**src/rtl/uart_echo_pkg.sv**
```systemverilog
// Shared types and constants for the UART echo controller.
package uart_echo_pkg;

  typedef enum logic [2:0] {
    IDLE      = 3'd0,
    START     = 3'd1,
    WAIT_BUSY = 3'd2,
    WAIT_DONE = 3'd3,
    LF_START  = 3'd4
  } state_t;

  localparam logic [7:0] ASCII_CR = 8'h0D;
  localparam logic [7:0] ASCII_LF = 8'h0A;

endpackage

```
**src/rtl/uart_echo_ctrl_if.sv**
```systemverilog
// Parallel rx/tx handshake between the UART core (master) and the echo controller (slave).
interface uart_echo_if #(
  parameter int DATA_W = 8
);
  logic              rx_done;
  logic [DATA_W-1:0] rx_data;
  logic              tx_busy;
  logic              tx_start;
  logic [DATA_W-1:0] tx_data;

  modport master (output rx_done, rx_data, tx_busy, input  tx_start, tx_data);
  modport slave  (input  rx_done, rx_data, tx_busy, output tx_start, tx_data);
endinterface

```
**src/rtl/uart_echo_ctrl_sync_fifo.sv**
```systemverilog
// Synchronous FWFT FIFO; drops pushes while full and flags them with a one-cycle overflow pulse.
module sync_fifo #(
  parameter int DATA_W = 8,
  parameter int DEPTH  = 16,
  parameter int CNT_W  = $clog2(DEPTH) + 1
) (
  input  logic              clk,
  input  logic              rst,
  input  logic              push,
  input  logic [DATA_W-1:0] push_data,
  input  logic              pop,
  output logic [DATA_W-1:0] rd_data,
  output logic [CNT_W-1:0]  count,
  output logic              full,
  output logic              empty,
  output logic              overflow
);
  localparam int AW = $clog2(DEPTH);

  logic [DATA_W-1:0] mem_q [DEPTH];
  logic [AW-1:0]     wr_ptr_q, wr_ptr_d, rd_ptr_q, rd_ptr_d;
  logic [CNT_W-1:0]  count_q, count_d;
  logic              overflow_q, overflow_d;
  logic              do_push, do_pop;

  // Fullness uses the registered count, so a same-cycle pop never rescues a push.
  assign full     = (count_q == CNT_W'(DEPTH));
  assign empty    = (count_q == '0);
  assign do_push  = push && !full;
  assign do_pop   = pop && !empty;
  assign rd_data  = mem_q[rd_ptr_q];
  assign count    = count_q;
  assign overflow = overflow_q;

  always_comb begin
    wr_ptr_d   = wr_ptr_q;
    rd_ptr_d   = rd_ptr_q;
    count_d    = count_q;
    overflow_d = push && full;
    if (do_push) wr_ptr_d = wr_ptr_q + AW'(1);
    if (do_pop)  rd_ptr_d = rd_ptr_q + AW'(1);
    case ({do_push, do_pop})
      2'b10:   count_d = count_q + CNT_W'(1);
      2'b01:   count_d = count_q - CNT_W'(1);
      default: count_d = count_q;
    endcase
  end

  always_ff @(posedge clk or negedge rst) begin
    if (!rst) begin
      wr_ptr_q   <= '0;
      rd_ptr_q   <= '0;
      count_q    <= '0;
      overflow_q <= 1'b0;
    end else begin
      wr_ptr_q   <= wr_ptr_d;
      rd_ptr_q   <= rd_ptr_d;
      count_q    <= count_d;
      overflow_q <= overflow_d;
    end
  end

  always_ff @(posedge clk) begin
    if (do_push) mem_q[wr_ptr_q] <= push_data;
  end
endmodule

```
**src/rtl/uart_echo_ctrl.sv**
```systemverilog
// Echo responder: queues received bytes and replays them to the transmitter one at a time.
// Optional UART_ECHO_CRLF_EN: a line feed is appended after every echoed carriage return.
module uart_echo_ctrl
  import uart_echo_pkg::*;
#(
  parameter int DATA_W = 8,
  parameter int DEPTH  = 16,
  parameter int CNT_W  = $clog2(DEPTH) + 1
) (
  input  logic             clk,
  input  logic             rst,
  input  logic             en,
  uart_echo_if.slave       bus,
  output logic [CNT_W-1:0] fifo_count,
  output logic             fifo_full,
  output logic             fifo_empty,
  output logic             overflow
);
  state_t            state_q, state_d;
  logic [DATA_W-1:0] tx_data_q, tx_data_d;
  logic [DATA_W-1:0] head;
  logic              pop, start;

  sync_fifo #(.DATA_W(DATA_W), .DEPTH(DEPTH), .CNT_W(CNT_W)) u_fifo (
    .clk       (clk),
    .rst       (rst),
    .push      (bus.rx_done),
    .push_data (bus.rx_data),
    .pop       (pop),
    .rd_data   (head),
    .count     (fifo_count),
    .full      (fifo_full),
    .empty     (fifo_empty),
    .overflow  (overflow)
  );

  assign bus.tx_start = start;
  assign bus.tx_data  = tx_data_q;

  always_comb begin
    state_d   = state_q;
    tx_data_d = tx_data_q;
    pop       = 1'b0;
    start     = 1'b0;
    case (state_q)
      IDLE: if (en && !fifo_empty && !bus.tx_busy) begin
        pop       = 1'b1;
        tx_data_d = head;
        state_d   = START;
      end
      START: begin
        start   = 1'b1;
        state_d = WAIT_BUSY;
      end
      WAIT_BUSY: if (bus.tx_busy) state_d = WAIT_DONE;
      WAIT_DONE: if (!bus.tx_busy) begin
        state_d = IDLE;
`ifdef UART_ECHO_CRLF_EN
        // tx_data_q still holds the byte just sent, so a finished LF falls back to IDLE.
        if (tx_data_q == DATA_W'(ASCII_CR)) begin
          tx_data_d = DATA_W'(ASCII_LF);
          state_d   = LF_START;
        end
`endif
      end
`ifdef UART_ECHO_CRLF_EN
      LF_START: begin
        start   = 1'b1;
        state_d = WAIT_BUSY;
      end
`endif
      default: state_d = IDLE;
    endcase
  end

  always_ff @(posedge clk or negedge rst) begin
    if (!rst) begin
      state_q   <= IDLE;
      tx_data_q <= '0;
    end else begin
      state_q   <= state_d;
      tx_data_q <= tx_data_d;
    end
  end
endmodule

```
**src/flat_wrapper.sv**
```systemverilog
// flat-port wrapper written by rule: the top's interface ports become plain ports
module uart_echo_ctrl_flat import uart_echo_pkg::*;
#(
  parameter int DATA_W = 8,
  parameter int DEPTH  = 16,
  parameter int CNT_W  = $clog2(DEPTH) + 1
)
  (clk, rst, en, fifo_count, fifo_full, fifo_empty, overflow, bus_rx_done, bus_rx_data, bus_tx_busy, bus_tx_start, bus_tx_data);
  uart_echo_if #(.DATA_W(DATA_W)) bus_i ();
  input  logic clk;
  input  logic rst;
  input  logic en;
  output logic [CNT_W-1:0] fifo_count;
  output logic fifo_full;
  output logic fifo_empty;
  output logic overflow;
  input wire logic [$bits(bus_i.rx_done)-1:0] bus_rx_done;
  input wire logic [$bits(bus_i.rx_data)-1:0] bus_rx_data;
  input wire logic [$bits(bus_i.tx_busy)-1:0] bus_tx_busy;
  output wire logic [$bits(bus_i.tx_start)-1:0] bus_tx_start;
  output wire logic [$bits(bus_i.tx_data)-1:0] bus_tx_data;
  assign bus_i.rx_done = bus_rx_done;
  assign bus_i.rx_data = bus_rx_data;
  assign bus_i.tx_busy = bus_tx_busy;
  assign bus_tx_start = bus_i.tx_start;
  assign bus_tx_data = bus_i.tx_data;
  uart_echo_ctrl #(.DATA_W(DATA_W), .DEPTH(DEPTH), .CNT_W(CNT_W)) u_core (.clk(clk), .rst(rst), .en(en), .bus(bus_i), .fifo_count(fifo_count), .fifo_full(fifo_full), .fifo_empty(fifo_empty), .overflow(overflow));
endmodule
```
**config.mk**
```make
export PLATFORM = sky130hd
export DESIGN_NAME = uart_echo_ctrl_flat
export DESIGN_NICKNAME = d
export VERILOG_FILES = /design/src/rtl/uart_echo_pkg.sv /design/src/rtl/uart_echo_ctrl_if.sv /design/src/rtl/uart_echo_ctrl_sync_fifo.sv /design/src/rtl/uart_echo_ctrl.sv /design/src/flat_wrapper.sv
export SDC_FILE = /design/constraint.sdc
export NUM_CORES = 1
export LEC_CHECK = 0
export BUFFER_PORTS_ARGS = -buffer_cell sky130_fd_sc_hd__buf_2
export CAP_MARGIN = 20
export CORE_UTILIZATION = 46
export CTS_CLUSTER_DIAMETER = 40
export CTS_CLUSTER_SIZE = 8
export DETAILED_ROUTE_END_ITERATION = 12
export SLEW_MARGIN = 15
export SYNTH_ARGS = -nofsm -noshare
export SYNTH_HDL_FRONTEND = slang
export SYNTH_HIERARCHICAL = 1
export SYNTH_SLANG_ARGS = --single-unit
```
**constraint.sdc**
```tcl
create_clock -name clk -period 5.7 [get_ports clk]
set_input_delay 0.57 -clock clk [delete_from_list [all_inputs] [get_ports clk]]
set_output_delay 0.57 -clock clk [all_outputs]
set_load 0.005 [all_outputs]
```
==> metrics.md, run 1 <==
| Metric | Value |
|---|---|
| Hold crit path type | `in2async` |
| Layout cells sized above 1 | `24.7%` |
| Most common cell after layout, fill and taps aside | `edfxtp_1` |
| Register area | `4450 um^2` |
| Leakage | `2.61 nW` |
| First-pass GRT wire length | `18.0 mm` |
| Unique masters post-synth | `44` |
| Gr usage total | `17.6%` |
| Number of synthesized flops with an enable pin | `128` |
| DR WL met2 | `5.57 mm` |
| Setup TNS | `0 ns` |
| WP buf/inv | `1` |
| Hold_buf cts | `0` |
| Metal3 WL | `534 um` |
| Port bufs | `29` |
| Startpoint Class | `flop` |
| Routed Antenna Nets | `0` |
| Crit Path Max Fanout | `9` |
| Synthesis Warnings | `6` |
| Die area | `14300 um^2` |
| Vias | `3224` |
| CP Data Required Time | `5.99 ns` |
| Drt first pass iters | `4` |
| Outcome | `finished clean` |
| Die H | `119 um` |
| Sequential-to-total area share from yosys stat | `70.1%` |
| DRC violations left | `0` |
| Multi-input gate area | `1710 um^2` |
| WL/cell | `19.1 um` |
| Placed Instances | `565` |
| Resized cells post-CTS | `0` |
| Share of async-settable or async-resettable flops after synthesis | `15.8%` |
| Net Count, Synth | `400` |
| Critical R2R Launch | `u_core/u_fifo/count[0]` |
| P&R area growth vs syn | `14.1%` |
| Peak Freq | `269 MHz` |
| Synth Flop Type | `edfxtp_1` |
| Via/cell ratio | `5.40` |
| Avg Cell Area, Syn | `17.0 um^2` |
| Slew @ Worst Pin | `1.03 ns` |
| Element type at the critical path end | `flop` |
| Worst path slowest cell | `nor3b_2` |
| CP top delay family | `simple AND/OR/NAND/NOR gates` |
| Post-layout util | `54.2%` |
| Gpl congestion | `0.770` |
| WL met1 | `5.13 mm` |
| N_diodes | `0` |
| Clock buffer count from CTS | `17` |
| Critical Path Start | `u_core/u_fifo/count[0]` |
| CP peak stage delay | `0.58 ns` |
| Final Cycle Share | `65.3%` |
| RR Endpoint | `u_core/u_fifo/count[4]` |
| WP data arrival | `4.01 ns` |
| Post-CTS Setup Bufs | `0` |
| Clock sinks | `152` |
| Initial Util | `47.5%` |
| Skew-Pair Late Insertion Delay | `0.41 ns` |
| Clk slew on worst S/H paths | `0.06 ns` |
| CP dominant cell by count | `nor2b_1` |
| IO Pins | `30` |
| Placement Setup Slack | `1.97 ns` |
| Largest net degree at the start of global routing | `35` |
| Unrepaired setup endpoints after global routing | `no` |
| Cells after Synth | `373` |
| R2R depth | `13` |
| Site Rows | `42` |
| CTS max path bufs | `2` |
| Flops & latches, synth | `152` |
| WP depth | `13` |
| H-tree Lvls | `4` |
| Clock Tree Root | `clkbuf_16` |
| Post-layout min period | `3.72 ns` |
| CTS tree | `done` |
| Max Used Layer | `met4` |
| Non-filler instance count after layout | `597` |
| Die X | `119 um` |
| Cell Pwr Density | `505 nW/um^2` |
| Core area | `13300 um^2` |
| Number of fill cells in the layout | `1103` |
| Initial antenna violation count | `0` |
| Synth Cell Area | `6340 um^2` |
| Final Skew | `0.00785 ns` |
| Final nets | `435` |
| Final instance area | `7240 um^2` |
| Worst Setup Slack, final | `1.98 ns` |
| 1st-iter DRT viols | `189` |
| Final setup violation count | `0` |
| Slew Viols, Final | `0` |
| # Max-Cap Violations | `0` |
| Slew HR | `31.2%` |
| Worst setup path endpoint | `u_core/u_fifo/count[4]` |
| Worst VDD drop | `0.243 mV` |
| Total wire length | `11.4 mm` |
| Area after DPL | `6610 um^2` |
| Vias in the first global route | `3176` |
| Final Hold Viols | `0` |
| Most frequent cells in the layout | `128 x edfxtp_1, 29 x buf_2, 25 x mux2i_1` |
| R2r setup slk | `1.98 ns` |
| CP Class | `reg2reg` |
| HPWL after detailed placement | `7.62 mm` |
| Worst path cell trace | `nor4_2 > and2b_1 > nand2b_4 > nor3b_2 > nor2b_1 > ha_1 > inv_1 > fa_1 > nor2b_1 > o21ai_0 > nand3_1 > or3b_1 > xnor2_1` |
| GRT overflow | `0` |
[logic make-up (layout without fill, tap and decap cells)]
kind of cell	count (synthesis)	after routing	share of synthesized area (%)
buffers and inverters	30	78	2.94
and+or+nand+nor	57	57	4.77
AOI/OAI and AO/OA	52	52	5.27
DFF	152	152	70.1
xor gates and xnor gates	10	10	1.38
adders and majority gates	14	14	2.88
muxes	58	58	12.7
[state kept, by name (all words and copies together), names as in the netlist]
register                count
u_core/u_fifo/count         5
u_core/u_fifo/overflow      1
u_core/u_fifo/wr_ptr_q      4
u_core/state_q              2
u_core/u_fifo/mem_q       128
u_core/u_fifo/rd_ptr_q      4
u_core/bus.tx_data          8
[worst min path at each step]
stage,from,end,slack (ns),cells after the start
after floorplan,rst,u_core/bus.tx_data[0],0.27,0
after global placement,u_core/u_fifo/count[4],u_core/u_fifo/count[4],0.51,1
after detailed placement,u_core/u_fifo/count[4],u_core/u_fifo/count[4],0.52,1
after CTS,rst,u_core/u_fifo/count[0],0.15,1
after global routing,rst,u_core/u_fifo/count[0],0.18,1
final,rst,u_core/u_fifo/count[0],0.14,1
[synth_stat cells (2+ instances only)]
| library cell | count | area, um^2 |
|---|---|---|
| mux4_2 | 16 | 360 |
| and2_1 | 2 | 12.5 |
| a21oi_1 | 10 | 50.1 |
| ha_1 | 13 | 163 |
| buf_2 | 4 | 20.0 |
| nand2_1 | 19 | 71.3 |
| mux2i_1 | 25 | 250 |
| a22oi_1 | 8 | 60.1 |
| xor2_1 | 3 | 26.3 |
| a221oi_1 | 7 | 61.3 |
| clkbuf_1 | 4 | 15.0 |
| nor2b_1 | 3 | 18.8 |
| nand3_1 | 4 | 20.0 |
| buf_6 | 9 | 101 |
| dfrtp_1 | 24 | 601 |
| inv_1 | 11 | 41.3 |
| nor2_1 | 12 | 45.0 |
| xnor2_1 | 7 | 61.3 |
| edfxtp_1 | 128 | 3840 |
| nor3_1 | 4 | 20.0 |
| o21ai_0 | 21 | 105 |
| nand2b_1 | 2 | 12.5 |
| mux2_2 | 16 | 180 |
[per-stage QoR]
stage          total power [mW]  hold WS (ns)
3_3_place_gp               2.49         0.510
6_report                   3.65         0.143
2_1_floorplan              2.27         0.274
4_1_cts                    3.69         0.149
5_1_grt                    3.85         0.179
3_5_place_dp               2.51         0.519
[layout make-up]
cell class	instances	share of cell area (%)
clock buffer	17	5.88
clock inverter	15	2.77
inverter	11	0.571
multi-input combinational	191	23.7
sequential	152	61.4
tap	176	3.04
timing repair buffer	35	2.63
[per-layer routing]
metal / vias up / GRT usage, %
met4: 0 / 7.81
met5: - / 0
met2: 71 / 26.7
li1: 1508 / -
met1: 1627 / 24.1
met3: 18 / 4.21
[worst reg2reg max path: cells and delay by family, from the launching register on]
kind                     cells  cell delay, ns
XOR/XNOR                     1            0.15
adder cells (fa/ha/maj)      2            0.71
flip-flops                   1            0.42
buffers and inverters        1            0.10
AO/OA/AOI/OAI                1            0.10
AND/OR/NAND/NOR              8            2.13
[report_power, final]
| group | internal, mW | switching, mW |
|---|---|---|
| Sequential | 1.38 | 0.211 |
| Clock | 0.734 | 0.431 |
| Combinational | 0.451 | 0.443 |
No activity file was read; power rests on OpenSTA's default activity.
==> run 2, diff against run 1 <==
Clock period 5.7 ns to 3.22 ns, I/O delays scaled along.
==> run 2 against run 1 <==
Compared with the run above:
- clock power up 51%
- cell area down 0.38%
- via count up 1.4%
- setup slack worse by 1.7 ns
- total power up 70%
- utilization down 0.21 points
- critical path type unchanged
==> metrics.md, run 2 (same netlist as run 1, synthesis figures left out) <==
| Metric | Value |
|---|---|
| Outcome | `finished clean` |
| Clock buffer count from CTS | `17` |
| Post-CTS Setup Bufs | `0` |
| N_diodes | `0` |
| CP peak stage delay | `0.41 ns` |
| Die area | `14300 um^2` |
| Worst path slowest cell | `dfrtp_1` |
| Skew-Pair Late Insertion Delay | `0.42 ns` |
| Initial Util | `47.5%` |
| Gpl congestion | `0.725` |
| IO Pins | `30` |
| Initial antenna violation count | `0` |
| Most common cell after layout, fill and taps aside | `edfxtp_1` |
| Startpoint Class | `flop` |
| Layout cells sized above 1 | `24.3%` |
| Drt first pass iters | `7` |
| Routed Antenna Nets | `0` |
| Slew Viols, Final | `0` |
| Unrepaired setup endpoints after global routing | `no` |
| Crit Path Max Fanout | `5` |
| Element type at the critical path end | `flop` |
| Die X | `119 um` |
| Slew @ Worst Pin | `0.907 ns` |
| 1st-iter DRT viols | `139` |
| Site Rows | `42` |
| Clock sinks | `152` |
| Via/cell ratio | `5.41` |
| Leakage | `2.60 nW` |
| H-tree Lvls | `4` |
| CP Data Required Time | `3.52 ns` |
| Post-layout util | `54.0%` |
| Largest net degree at the start of global routing | `36` |
| # Max-Cap Violations | `0` |
| DRC violations left | `0` |
| Reg with most FFs | `u_core/u_fifo/mem_q` |
| Clk slew on worst S/H paths | `0.05 ns` |
| Most frequent cells in the layout | `128 x edfxtp_1, 29 x buf_2, 25 x mux2i_1` |
| Final Skew | `0.0118 ns` |
| Number of fill cells in the layout | `1082` |
| WP buf/inv | `0` |
| CP Class | `reg2reg` |
| Vias | `3270` |
| CTS max path bufs | `2` |
| CP top delay family | `simple AND/OR/NAND/NOR gates` |
| Worst VDD drop | `0.553 mV` |
| Gr usage total | `18.0%` |
| Final setup violation count | `0` |
| Total wire length | `11.6 mm` |
| Max FFs per register | `128` |
| HPWL after detailed placement | `7.78 mm` |
| Cell Pwr Density | `861 nW/um^2` |
| WL/cell | `19.2 um` |
| P&R area growth vs syn | `13.6%` |
| Final nets | `442` |
| Vias in the first global route | `3335` |
| First-pass GRT wire length | `18.6 mm` |
| Clock Tree Root | `clkbuf_16` |
| Post-layout min period | `2.98 ns` |
| GRT overflow | `0` |
| CP dominant cell by count | `ha_1` |
| CTS tree | `done` |
| Peak Freq | `335 MHz` |
| Core area | `13300 um^2` |
| WP data arrival | `3.28 ns` |
| Slew HR | `39.3%` |
| Setup TNS | `0 ns` |
| Hold crit path type | `in2reg` |
| Final Hold Viols | `0` |
| Die H | `119 um` |
| Worst path cell trace | `nor4_2 > and2b_1 > nand2b_4 > nor3b_2 > nor2b_4 > ha_1 > ha_1 > nor2b_1 > o21ai_0 > a21oi_1 > or3b_1 > xnor2_1` |
| Port bufs | `29` |
| Final Cycle Share | `92.6%` |
## run 2: cell types whose count changed in the layout (fill, tap and decap cells not counted), sizes merged
cell / previous run / this run
buf: 35 / 41
clkbuf: 17 / 21
dlygate4sd3: 0 / 1
bufinv: 4 / 1
clkinv: 6 / 8
inv: 14 / 11
## run 2: final timing paths
check | from | to | slack (ns) | depth (start not counted)
max in group asynchronous | rst | u_core/u_fifo/rd_ptr_q[0] | 2.33 | 2
worst max register to register | u_core/u_fifo/count[1] | u_core/u_fifo/count[4] | 0.24 | 12
worst min-delay path | bus_rx_done | u_core/u_fifo/overflow | 0.17 | 2
min in group asynchronous | rst | u_core/u_fifo/count[3] | 0.45 | 2
worst max-delay path | u_core/u_fifo/count[1] | u_core/u_fifo/count[4] | 0.24 | 12
worst min register to register | u_core/bus.tx_data[5] | u_core/bus.tx_data[5] | 0.50 | 1
## run 2: layout make-up
cell class,instances,area [um^2],area share [%]
multi-input combinational,191,1720,23.9
clock buffer,21,440,6.11
clock inverter,11,82.6,1.15
inverter,11,41.3,0.573
timing repair buffer,42,258,3.58
tap,176,220,3.06
sequential,152,4450,61.7
## run 2: where the power goes
part	total, mW	switching [mW]	internal (mW)
registers	2.71	0.256	2.45
clock network	1.75	0.701	1.04
logic	1.75	0.913	0.840
## run 2: through the flow
| stage | worst slack, ns | instance area (um^2) | std cells | hold slack (ns) | power, mW |
|---|---|---|---|---|---|
| floorplan | 0.178 | 6340 | 373 | 0.0264 | 4.02 |
| global placement | 0.133 | 6670 | 571 | 0.354 | 4.47 |
| detailed placement | 0.0822 | 6670 | 571 | 0.364 | 4.51 |
| CTS | 0.0617 | 7200 | 604 | 0.157 | 6.27 |
| global route | 0.0219 | 7210 | 604 | 0.160 | 6.55 |
| finish | 0.238 | 7210 | 604 | 0.167 | 6.21 |
## run 2: routing by layer
metal	share of wire (%)	routed length, um	track usage (%)
met5	0	0	0
met1	48	5540	24.2
met3	3.1	359	4.69
met2	48	5540	28.1
met4	1.2	135	7.03
## run 2: repair_timing
action,4_1_cts,5_1_grt
hold buffers,1,0
gates resized for setup,0,2
endpoints found under the hold margin,24,0
setup endpoints to repair,0,1
